`src/rtl/aes_trace_seq_if.sv`:
```
// Bus between the trace sequencer and the AES core it drives.
// master = sequencer side, slave = core side.
interface aes_trace_seq_if;
  logic         aes_rst;
  logic [127:0] aes_din;
  logic [127:0] aes_key;
  logic [127:0] aes_dout;
  logic         aes_done;

  modport master (
    output aes_rst,
    output aes_din,
    output aes_key,
    input  aes_dout,
    input  aes_done
  );

  modport slave (
    input  aes_rst,
    input  aes_din,
    input  aes_key,
    output aes_dout,
    output aes_done
  );
endinterface

```
`src/rtl/aes_trace_seq.sv`:
```
// Batch sequencer for side-channel trace capture: feeds an AES core,
// raises trig while it runs and captures each ciphertext.
module aes_trace_seq #(
  parameter int TIMEOUT = 255,
  parameter int GAP_CYC = 4
) (
  input  logic         clk,
  input  logic         rst,
  input  logic         start,
  input  logic [15:0]  num_enc,
  input  logic         chain,
  input  logic [127:0] key_in,
  input  logic [127:0] pt_seed,
  aes_trace_seq_if.master core,
  output logic         trig,
  output logic [127:0] ct_out,
  output logic         ct_valid,
  output logic         busy,
  output logic         done_all,
  output logic         timeout,
  output logic [15:0]  enc_cnt
);

  localparam int TW = $clog2(TIMEOUT + 1);
  localparam int GW = $clog2(GAP_CYC + 1);

  typedef enum logic [2:0] {
    IDLE, LOAD, RUN, CAPT, GAP, FIN, ERR
  } state_t;

  state_t state, nxt;

  logic [127:0] key_r;
  logic [127:0] pt_r;
  logic         chain_r;
  logic [15:0]  num_r;
  logic [TW-1:0] timer;
  logic [GW-1:0] gap_cnt;
  logic          aes_rst_c;

  logic tmo_hit;
  logic last_enc;
  logic gap_end;

  assign tmo_hit  = (timer == TW'(TIMEOUT - 1));
  assign last_enc = ({1'b0, enc_cnt} + 17'd1)
                    == {1'b0, num_r};
  assign gap_end  = (gap_cnt == GW'(GAP_CYC - 1));

  always_ff @(posedge clk or posedge rst) begin
    if (rst) state <= IDLE;
    else     state <= nxt;
  end

  // aes_done is tested first so it wins over a coincident timeout
  always_comb begin
    nxt = state;
    unique case (state)
      IDLE: if (start)
              nxt = (num_enc == 16'd0) ? FIN : LOAD;
      LOAD: nxt = RUN;
      RUN:  if (core.aes_done) nxt = CAPT;
            else if (tmo_hit)  nxt = ERR;
      CAPT: nxt = last_enc ? FIN : GAP;
      GAP:  if (gap_end) nxt = LOAD;
      FIN:  nxt = IDLE;
      ERR:  nxt = IDLE;
      default: nxt = IDLE;
    endcase
  end

  always_comb begin
    aes_rst_c = 1'b0;
    trig      = 1'b0;
    ct_valid  = 1'b0;
    done_all  = 1'b0;
    busy      = 1'b1;
    unique case (state)
      IDLE: begin
        aes_rst_c = 1'b1;
        busy      = 1'b0;
      end
      LOAD: aes_rst_c = 1'b1;
      RUN:  trig      = 1'b1;
      CAPT: ct_valid  = 1'b1;
      GAP:  busy      = 1'b1;
      FIN:  done_all  = 1'b1;
      ERR:  aes_rst_c = 1'b1;
      default: busy   = 1'b0;
    endcase
  end

  assign core.aes_rst = aes_rst_c;
  assign core.aes_din = pt_r;
  assign core.aes_key = key_r;

  // ct_out is taken with aes_done so it is valid alongside ct_valid
  always_ff @(posedge clk or posedge rst) begin
    if (rst) begin
      key_r   <= '0;
      pt_r    <= '0;
      chain_r <= 1'b0;
      num_r   <= '0;
      timer   <= '0;
      gap_cnt <= '0;
      enc_cnt <= '0;
      ct_out  <= '0;
      timeout <= 1'b0;
    end else begin
      unique case (state)
        IDLE: if (start) begin
          key_r   <= key_in;
          pt_r    <= pt_seed;
          chain_r <= chain;
          num_r   <= num_enc;
          enc_cnt <= '0;
          timeout <= 1'b0;
        end
        LOAD: timer <= '0;
        RUN: begin
          timer <= timer + 1'b1;
          if (core.aes_done)
            ct_out <= core.aes_dout;
          else if (tmo_hit)
            timeout <= 1'b1;
        end
        CAPT: begin
          enc_cnt <= enc_cnt + 16'd1;
          gap_cnt <= '0;
          pt_r    <= chain_r ? core.aes_dout
                             : pt_r + 128'd1;
        end
        GAP:  gap_cnt <= gap_cnt + 1'b1;
        default: ;
      endcase
    end
  end

endmodule

```
`src/flat_wrapper.sv`:
```
// flat-port wrapper written by rule: the top's interface ports become plain ports
module aes_trace_seq_flat 
#(
  parameter int TIMEOUT = 255,
  parameter int GAP_CYC = 4
)
  (clk, rst, start, num_enc, chain, key_in, pt_seed, trig, ct_out, ct_valid, busy, done_all, timeout, enc_cnt, core_aes_rst, core_aes_din, core_aes_key, core_aes_dout, core_aes_done);
  aes_trace_seq_if core_i ();
  input  logic clk;
  input  logic rst;
  input  logic start;
  input  logic [15:0] num_enc;
  input  logic chain;
  input  logic [127:0] key_in;
  input  logic [127:0] pt_seed;
  output logic trig;
  output logic [127:0] ct_out;
  output logic ct_valid;
  output logic busy;
  output logic done_all;
  output logic timeout;
  output logic [15:0] enc_cnt;
  output wire logic [$bits(core_i.aes_rst)-1:0] core_aes_rst;
  output wire logic [$bits(core_i.aes_din)-1:0] core_aes_din;
  output wire logic [$bits(core_i.aes_key)-1:0] core_aes_key;
  input wire logic [$bits(core_i.aes_dout)-1:0] core_aes_dout;
  input wire logic [$bits(core_i.aes_done)-1:0] core_aes_done;
  assign core_aes_rst = core_i.aes_rst;
  assign core_aes_din = core_i.aes_din;
  assign core_aes_key = core_i.aes_key;
  assign core_i.aes_dout = core_aes_dout;
  assign core_i.aes_done = core_aes_done;
  aes_trace_seq #(.TIMEOUT(TIMEOUT), .GAP_CYC(GAP_CYC)) u_core (.clk(clk), .rst(rst), .start(start), .num_enc(num_enc), .chain(chain), .key_in(key_in), .pt_seed(pt_seed), .core(core_i), .trig(trig), .ct_out(ct_out), .ct_valid(ct_valid), .busy(busy), .done_all(done_all), .timeout(timeout), .enc_cnt(enc_cnt));
endmodule
```
`config.mk`:
```
export PLATFORM = sky130hd
export DESIGN_NAME = aes_trace_seq_flat
export DESIGN_NICKNAME = d
export VERILOG_FILES = /design/src/rtl/aes_trace_seq_if.sv /design/src/rtl/aes_trace_seq.sv /design/src/flat_wrapper.sv
export SDC_FILE = /design/constraint.sdc
export NUM_CORES = 1
export LEC_CHECK = 0
export ABC_CLOCK_PERIOD_IN_PS = 15360
export CORE_AREA = 10 10 304 306
export CTS_BUF_LIST = sky130_fd_sc_hd__clkbuf_2 sky130_fd_sc_hd__clkbuf_4 sky130_fd_sc_hd__clkbuf_8
export CTS_CLUSTER_DIAMETER = 200
export CTS_CLUSTER_SIZE = 40
export DETAILED_ROUTE_END_ITERATION = 8
export DIE_AREA = 0 0 314 316
export GPL_ROUTABILITY_DRIVEN = 1
export HOLD_SLACK_MARGIN = 0.02
export PLACE_DENSITY = 0.61
export SYNTH_ARGS = -nofsm -noshare
export SYNTH_HDL_FRONTEND = slang
export SYNTH_SLANG_ARGS = --single-unit
```
`constraint.sdc`:
```
create_clock -name clk -period 15.36 [get_ports clk]
set_clock_uncertainty 0.1 [all_clocks]
set_input_delay 3.072 -clock clk [delete_from_list [all_inputs] [get_ports clk]]
set_output_delay 3.072 -clock clk [all_outputs]
set_load 0.01 [all_outputs]
```
# Word-level counts from Yosys, hierarchy flattened
# Cells that the tools add are included.
[op_classes] add_sub_neg=5 mux=23 n_reduce_logical=13 eq_ne=14
[op_table] operator="$mux W128" count=2
[op_table] operator="$pmux W128 S2" count=1
[op_table] operator="$add A128 B1 Y128 const B" count=1
[op_table] operator="$pmux W16 S2" count=1
[op_table] operator="$add A16 B1 Y17 const B" count=1
[op_table] operator="$eq A17 B16 Y1" count=1
[op_table] operator="$add A16 B1 Y16 const B" count=1
[op_table] operator="$logic_not A16 Y1" count=1
[op_table] operator="$mux W16" count=1
[op_table] operator="$pmux W8 S2" count=1
[op_table] operator="$mux W3" count=5
[op_table] operator="$pmux W3 S5" count=1
[op_table] operator="$eq A3 B2 Y1 const B" count=3
[op_table] operator="$eq A3 B3 Y1 const B" count=3
[op_table] operator="$mux W1" count=9
[op_table] operator="$add A8 B1 Y8 const B" count=1
[op_table] operator="$eq A8 B8 Y1 const B" count=1
[op_table] operator="$reduce_bool A2 Y1" count=4
[op_table] operator="$pmux W3 S2" count=1
[op_table] operator="$reduce_and A2 Y1" count=3
[op_table] operator="$reduce_or A6 Y1" count=1
[op_table] operator="$ne A2 B1 Y1 const B" count=2
[op_table] operator="$ne A2 B2 Y1 const B" count=2
[op_table] operator="$reduce_and A4 Y1" count=1
[op_table] operator="other kinds (7)" count=7
[word_totals] elab_cells=65 inputBits=405 reg_bits=432 out_inout_bits=406

# Logic depth before layout (Yosys ltp)
# Gate-level depths: netlist (run 1).
[depth] word_depth=4 depth_mapped=10

# Least setup slack after synthesis (run 1)
# No wires, ideal clock.
[synth_timing] kind="register to output" from="register u_core.state[1]" to="output port ct_valid" path_stages_with_launch=7 t_arrival_ns=1.698 required_ns=12.188 slack_ns=10.490 cell_sequence="dfrtp_1 -> nand2_1 -> or2_2 -> clkbuf_1 -> inv_1 -> clkbuf_1 -> buf_1"
[synth_via] elab_chain_cells=2
[synth_lines] item="start, declared" line="aes_trace_seq.sv:31" text="state_t state, nxt;"
[synth_lines] item="start signal, assigned" line="aes_trace_seq.sv:52" text="else state <= nxt;"
[synth_lines] item="$eq A3 B2 Y1" line="aes_trace_seq.sv:78" text="unique case (state)"
[synth_lines] item="$mux W1" line="aes_trace_seq.sv:78"
[synth_lines] item="end, declared" line="flat_wrapper.sv:18" text="output logic ct_valid;"
# Every way passes these cells.

# Final worst setup path (run 1)
[layout_timing] from="register u_core.state[1]" to="output port trig"
[layout_via] elab_chain_cells=2
[layout_lines] item="$eq A3 B2 Y1" line="aes_trace_seq.sv:78"
[layout_lines] item="$mux W1" line="aes_trace_seq.sv:78"
[layout_lines] item="end, declared" line="flat_wrapper.sv:16" text="output logic trig;"
# Every way passes these cells.

==> impl_metrics.py, run 1 <==
metrics = {
    "critical_path": {
        "cp.arrival_ps": 2740,
        "setup.worst_path.class": "reg -> out",
        "slowest_stage": "clkdlybuf4s50_1",
        "path_max_fanout": 11,
        "cpPeakStageDelay_ps": 640,
        "end_kind": "output port",
        "path_delay_family": "buffers and inverters",
        "critPathLaunchType": "flop",
        "cp_num_buf_inv": 2,
        "cp.required_ps": 12190,
        "worstPathCellList": "nor2b_1, nand2b_1, inv_1, clkdlybuf4s50_1",
    },
    "detailed_routing": {
        "highest_layer": "met5",
        "wl_met3_mm": 11.44,
        "met2_length_mm": 54.34,
        "routed_wl_mm": 112.4,
        "ant_nets": 0,
        "wire_per_inst_um": 26.07,
        "drt-initial-drc-count": 1753,
        "vias": 22270,
        "drc": 0,
        "via_per_inst": 5.166,
        "drt_pass1_iterations": 8,
        "met1_length_mm": 42.90,
    },
    "timing": {
        "slew_violations": 0,
        "rsz0062_at_grt": "no",
        "setup_viol": 0,
        "hold_viol_final": 0,
        "slew_headroom": 0.05073,
        "hold_slack_ps": 407.5,
        "finalSetupTns_ps": 0,
        "tightest_slew_ps": 1424,
        "min_period_over_period": 0.3850,
        "min_period_ps": 5914,
        "fmax_mhz": 169.1,
    },
    "clock_network": {
        "clk_pin_slew_ps": 240,
        "ctsHoldBuffers": 0,
        "cts_tree": "done",
        "clock_latency_ps": 710,
        "clock-sinks": 432,
        "cts_resized": 0,
        "clockBufferDepth": 3,
        "post_cts_buffers": 0,
        "cts-root-buf": "clkbuf_8",
        "cts_buffers": 14,
        "h-tree-depth": 1,
    },
    "synth": {
        "yosys_warnings": 0,
        "synth_area_leaders": "dfrtp_1, nand2_1, mux2_2",
        "synthesis.nets": 2859,
        "ys_types": 68,
        "synth.cell_area_um2": 22430,
        "synth_edf_count": 0,
        "synth_top_area_cell": "dfrtp_1",
        "ys_ff_latch": 432,
        "syn_inst": 2448,
        "synthArstFlopShare": 1.000,
        "syn_area_per_cell_um2": 9.162,
        "yosysSeqAreaShare": 0.4820,
        "synth.top_cell.area_share": 0.4820,
        "yosys_most_used_dff": "dfrtp_1",
    },
    "pwr": {
        "p_leak_nw": 12.66,
        "finalPower_mw": 6.000,
        "peakVddDrop_mv": 0.1308,
        "p_per_area_nw_per_um2": 187.9,
    },
    "grt": {
        "grt_pass1_wl_mm": 160.9,
        "grt_max_degree": 179,
        "first_global_vias": 22070,
        "antenna_found_initial": 34,
        "grtUsageTotal": 0.2148,
        "grt_overflow_total": 0,
    },
    "placed_design": {
        "dpl.hpwl_mm": 87.13,
        "globalplace.congestion": 0.9046,
        "placed_cells": 4279,
        "numPortBuffers": 810,
    },
    "floorplan": {
        "num_rows": 108,
        "fp.coreArea_um2": 86210,
        "start_util": 0.2601,
        "io-pin-count": 811,
        "die-area_um2": 99220,
        "dieHeight_um": 316,
        "die_w_um": 314,
    },
    "finish": {
        "layout_common_cells": "clkdlybuf4s50_1, nand2_1, dfrtp_1, mux2_2, nand3_1",
        "drive_above_1_share": 0.07066,
        "fin_nets": 3552,
        "fin_cells": 4311,
        "layout_commonest_cell": "clkdlybuf4s50_1",
        "syn2layout_area_growth_pct": 42.35,
        "finalCoreUtilization": 0.3703,
    },
    "outcome": {
        "run_status": "finished clean",
    },
    "min_path": {
        "hold_class": "reg -> reg",
    },
    "run": {
        "maxCapViolations": 0,
    },
}
-- per-layer routing --
metal,vias to the layer above,track usage
li1,10060,-
met1,10950,0.2528
met2,1083,0.3637
met3,167,0.07345
met4,14,0.07004
met5,-,0
-- sequential cells by signal, summed over array words and instances, names as in the netlist --
signal,count
u_core.ct_out,128
u_core.num_r,16
u_core.enc_cnt,16
u_core.timeout,1
u_core.chain_r,1
u_core.core.aes_din,128
u_core.gap_cnt,3
u_core.state,3
u_core.core.aes_key,128
u_core.timer,8
-- report_power, final --
group | switching (mW) | internal [mW]
logic | 1.59 | 1.63
registers | 0.644 | 1.67
clock network | 0.380 | 0.0933
-- cell families (layout without fill, tap and decap cells) --
kind of cell    Yosys count  after routing  synth area share
fa+ha+maj                 6              6          0.003347
flops                   432            432            0.4820
simple gates           1193           1193            0.2493
compound gates          325            325           0.09646
buf+inv                 189            883           0.03247
other cells               0             14                 0
mux                     194            194           0.09389
xor+xnor                109            109           0.04257
-- area by class of cell --
cell class | instances | area, µm²
Sequential cell | 432 | 10810
Clock inverter | 1 | 8.758
Inverter | 20 | 87.58
Clock buffer | 16 | 214.0
Multi-Input combinational cell | 1827 | 10920
Tap cell | 1155 | 1445
Fill cell | 8851 | 54290
Antenna cell | 14 | 35.03
Timing Repair Buffer | 846 | 8401
-- cells in the mapped netlist (4+ instances only) --
cell type and instances:
buf_2 8, nand2b_1 6, and3_1 37, nor2b_1 5, a211oi_1 14, o21ai_0 88, a31oi_1 31, and2_1 6
inv_1 20, dfrtp_1 432, nor3b_1 7, a222oi_1 7, and4_1 16, o311a_1 5, clkbuf_1 143, mux2_2 131
mux2i_1 63, o41ai_1 4, o31ai_1 39, nand3b_1 4, o31a_1 5, a22o_1 5, or4_1 12, nand2_1 633
nand4_1 85, ha_1 6, or3_1 13, a221oi_1 35, nor2_1 95, o22ai_1 26, nor4_1 59, a21oi_1 38
o211ai_1 5, xnor2_1 82, nand3_1 99, xor2_1 27, buf_1 16, a21o_1 5, or2_2 9, nor3_1 84
-- path summary, 6_finish.rpt --
path	from	endpoint	cells past startpoint	slack (ps)
max	u_core.state[1]	trig	4	9450
min	u_core.core.aes_key[31]	u_core.core.aes_key[31]	2	410
max reg2reg	u_core.state[0]	u_core.core.aes_din[75]	8	11120
min reg2reg	u_core.core.aes_key[31]	u_core.core.aes_key[31]	2	410
max in group asynchronous	rst	u_core.ct_out[89]	5	9500
min in group asynchronous	rst	u_core.core.aes_key[120]	2	2730
-- tightest hold or removal path, cell delays in order, from the launching register on --
cell and delay [ps]:
dfrtp_1 400, nand2_1 50, nand2_1 50
-- through the flow --
step / area (µm²) / setup slack (ps)
2_1_floorplan: 22430 / 156.3
3_3_place_gp: 31660 / 8569
3_5_place_dp: 31660 / 8522
4_1_cts: 31890 / 9362
5_1_grt: 31920 / 9081
6_report: 31930 / 9446
(Power assumes the default switching activity.)
==> run 2: changes to the inputs <==
--- a/config.mk
+++ b/config.mk
@@ -5,7 +5,7 @@
 export SDC_FILE = /design/constraint.sdc
 export NUM_CORES = 1
 export LEC_CHECK = 0
-export ABC_CLOCK_PERIOD_IN_PS = 15360
+export ABC_CLOCK_PERIOD_IN_PS = 5150
 export CORE_AREA = 10 10 304 306
 export CTS_BUF_LIST = sky130_fd_sc_hd__clkbuf_2 sky130_fd_sc_hd__clkbuf_4 sky130_fd_sc_hd__clkbuf_8
 export CTS_CLUSTER_DIAMETER = 200
==> constraint.sdc (replaced) <==
create_clock -name clk -period 5.15 [get_ports clk]
set_clock_uncertainty 0.1 [all_clocks]
set_input_delay 1.03 -clock clk [delete_from_list [all_inputs] [get_ports clk]]
set_output_delay 1.03 -clock clk [all_outputs]
set_load 0.01 [all_outputs]
==> impl_metrics.py, run 2 (same netlist as run 1, synthesis figures left out) <==
metrics = {
    "timing": {
        "min_period_over_period": 0.7701,
        "tightest_slew_ps": 1161,
        "slew_headroom": 0.2250,
        "fmax_mhz": 252.1,
        "slew_violations": 0,
        "rsz0062_at_grt": "no",
        "setup_viol": 0,
        "min_period_ps": 3966,
        "hold_viol_final": 0,
        "fin_ws_ps": 1184,
        "hold_slack_ps": 404.6,
    },
    "critical_path": {
        "path_max_fanout": 25,
        "setup.worst_path.class": "reg -> out",
        "end_kind": "output port",
        "cp.required_ps": 4020,
        "cp.arrival_ps": 2840,
        "critPathLaunchType": "flop",
        "r2r_slack_ps": 1510,
    },
    "detailed_routing": {
        "drt-initial-drc-count": 2022,
        "vias": 22250,
        "routed_wl_mm": 115.9,
        "ant_nets": 0,
        "wire_per_inst_um": 26.89,
        "via_per_inst": 5.163,
        "drt_pass1_iterations": 8,
        "drc": 0,
    },
    "grt": {
        "first_global_vias": 22150,
        "grtUsageTotal": 0.2223,
        "grt_max_degree": 139,
        "grt_overflow_total": 0,
        "grt_pass1_wl_mm": 164.9,
        "antenna_found_initial": 27,
    },
    "clock_network": {
        "post_cts_buffers": 0,
        "clock-sinks": 432,
        "clockBufferDepth": 3,
        "clk_pin_slew_ps": 240,
        "clock_latency_ps": 710,
        "cts_tree": "done",
        "cts_buffers": 14,
        "cts-root-buf": "clkbuf_8",
        "cts_resized": 0,
        "h-tree-depth": 1,
        "ctsHoldBuffers": 0,
    },
    "floorplan": {
        "io-pin-count": 811,
        "num_rows": 108,
        "dieHeight_um": 316,
        "die-area_um2": 99220,
        "fp.coreArea_um2": 86210,
        "die_w_um": 314,
        "start_util": 0.2601,
    },
    "finish": {
        "layout_common_cells": "clkdlybuf4s50_1, nand2_1, dfrtp_1, mux2_2, nand3_1",
        "drive_above_1_share": 0.07186,
        "layout_commonest_cell": "clkdlybuf4s50_1",
        "fin_nets": 3555,
        "syn2layout_area_growth_pct": 42.93,
        "fillers": 8907,
    },
    "outcome": {
        "run_status": "finished clean",
    },
    "placed_design": {
        "globalplace.congestion": 0.9124,
        "numPortBuffers": 810,
        "dpl.hpwl_mm": 90.75,
        "pre_cts_ws_ps": 1470,
    },
    "pwr": {
        "p_leak_nw": 12.70,
        "peakVddDrop_mv": 0.3400,
        "p_per_area_nw_per_um2": 563.3,
        "finalPower_mw": 18.06,
    },
    "min_path": {
        "hold_class": "reg -> reg",
    },
    "run": {
        "maxCapViolations": 0,
    },
}
[run 2: cell count changes in the layout (fill, tap and decap cells not counted), sizes merged]
cell | previous run | this run
buf | 35 | 39
clkinvlp | 0 | 1
diode | 14 | 10
clkbuf | 17 | 16
inv | 21 | 20
[run 2: layer usage]
| metal | wire, µm | share of wire | GRT usage |
|---|---|---|---|
| met1 | 44520 | 0.38 | 0.2664 |
| met2 | 57100 | 0.49 | 0.3842 |
| met3 | 11780 | 0.10 | 0.07273 |
| met4 | 2500 | 0.022 | 0.04763 |
| met5 | 21 | 0.00018 | 0 |
[run 2: report_power, final]
part,switching [mW],internal (mW)
registers,1.93,4.98
clock network,1.14,0.278
logic,4.86,4.88
total,7.92,10.1
[run 2: per-stage QoR]
step / utilization / TNS, ps / cells / instance area [µm²]
2_1_floorplan: - / -783370 / 2448 / 22430
3_3_place_gp: 0.3689 / 0 / 4283 / 31800
3_5_place_dp: 0.3689 / 0 / 4283 / 31810
4_1_cts: 0.3715 / 0 / 4300 / 32030
5_1_grt: 0.3718 / 0 / 4308 / 32050
6_report: 0.3718 / 0 / 4310 / 32060
[run 2: path summary, 6_finish.rpt]
path	from	to	cells after the start
setup / recovery	u_core.state[0]	ct_valid	4
hold / removal	u_core.core.aes_key[19]	u_core.core.aes_key[19]	2
setup reg to reg	u_core.core.aes_din[0]	u_core.core.aes_din[94]	8
hold reg to reg	u_core.core.aes_key[19]	u_core.core.aes_key[19]	2
max in group asynchronous	rst	u_core.core.aes_din[99]	3
min in group asynchronous	rst	u_core.core.aes_key[99]	2
[run 2: final cells by class]
class,count,area (µm²),area share
Antenna cell,10,25.02,0.0007806
Clock buffer,16,214.0,0.006674
Clock inverter,1,8.758,0.0002732
Inverter,20,83.83,0.002615
Multi-Input combinational cell,1827,10930,0.3409
Sequential cell,432,10810,0.3374
Tap cell,1155,1445,0.04508
Timing Repair Buffer,849,8538,0.2664
[run 2: worst max-delay path: stages (launching register included)]
cell,delay (ps)
dfrtp_1,530
nand2_1,170
or2_4,360
inv_4,400
clkdlybuf4s50_1,670
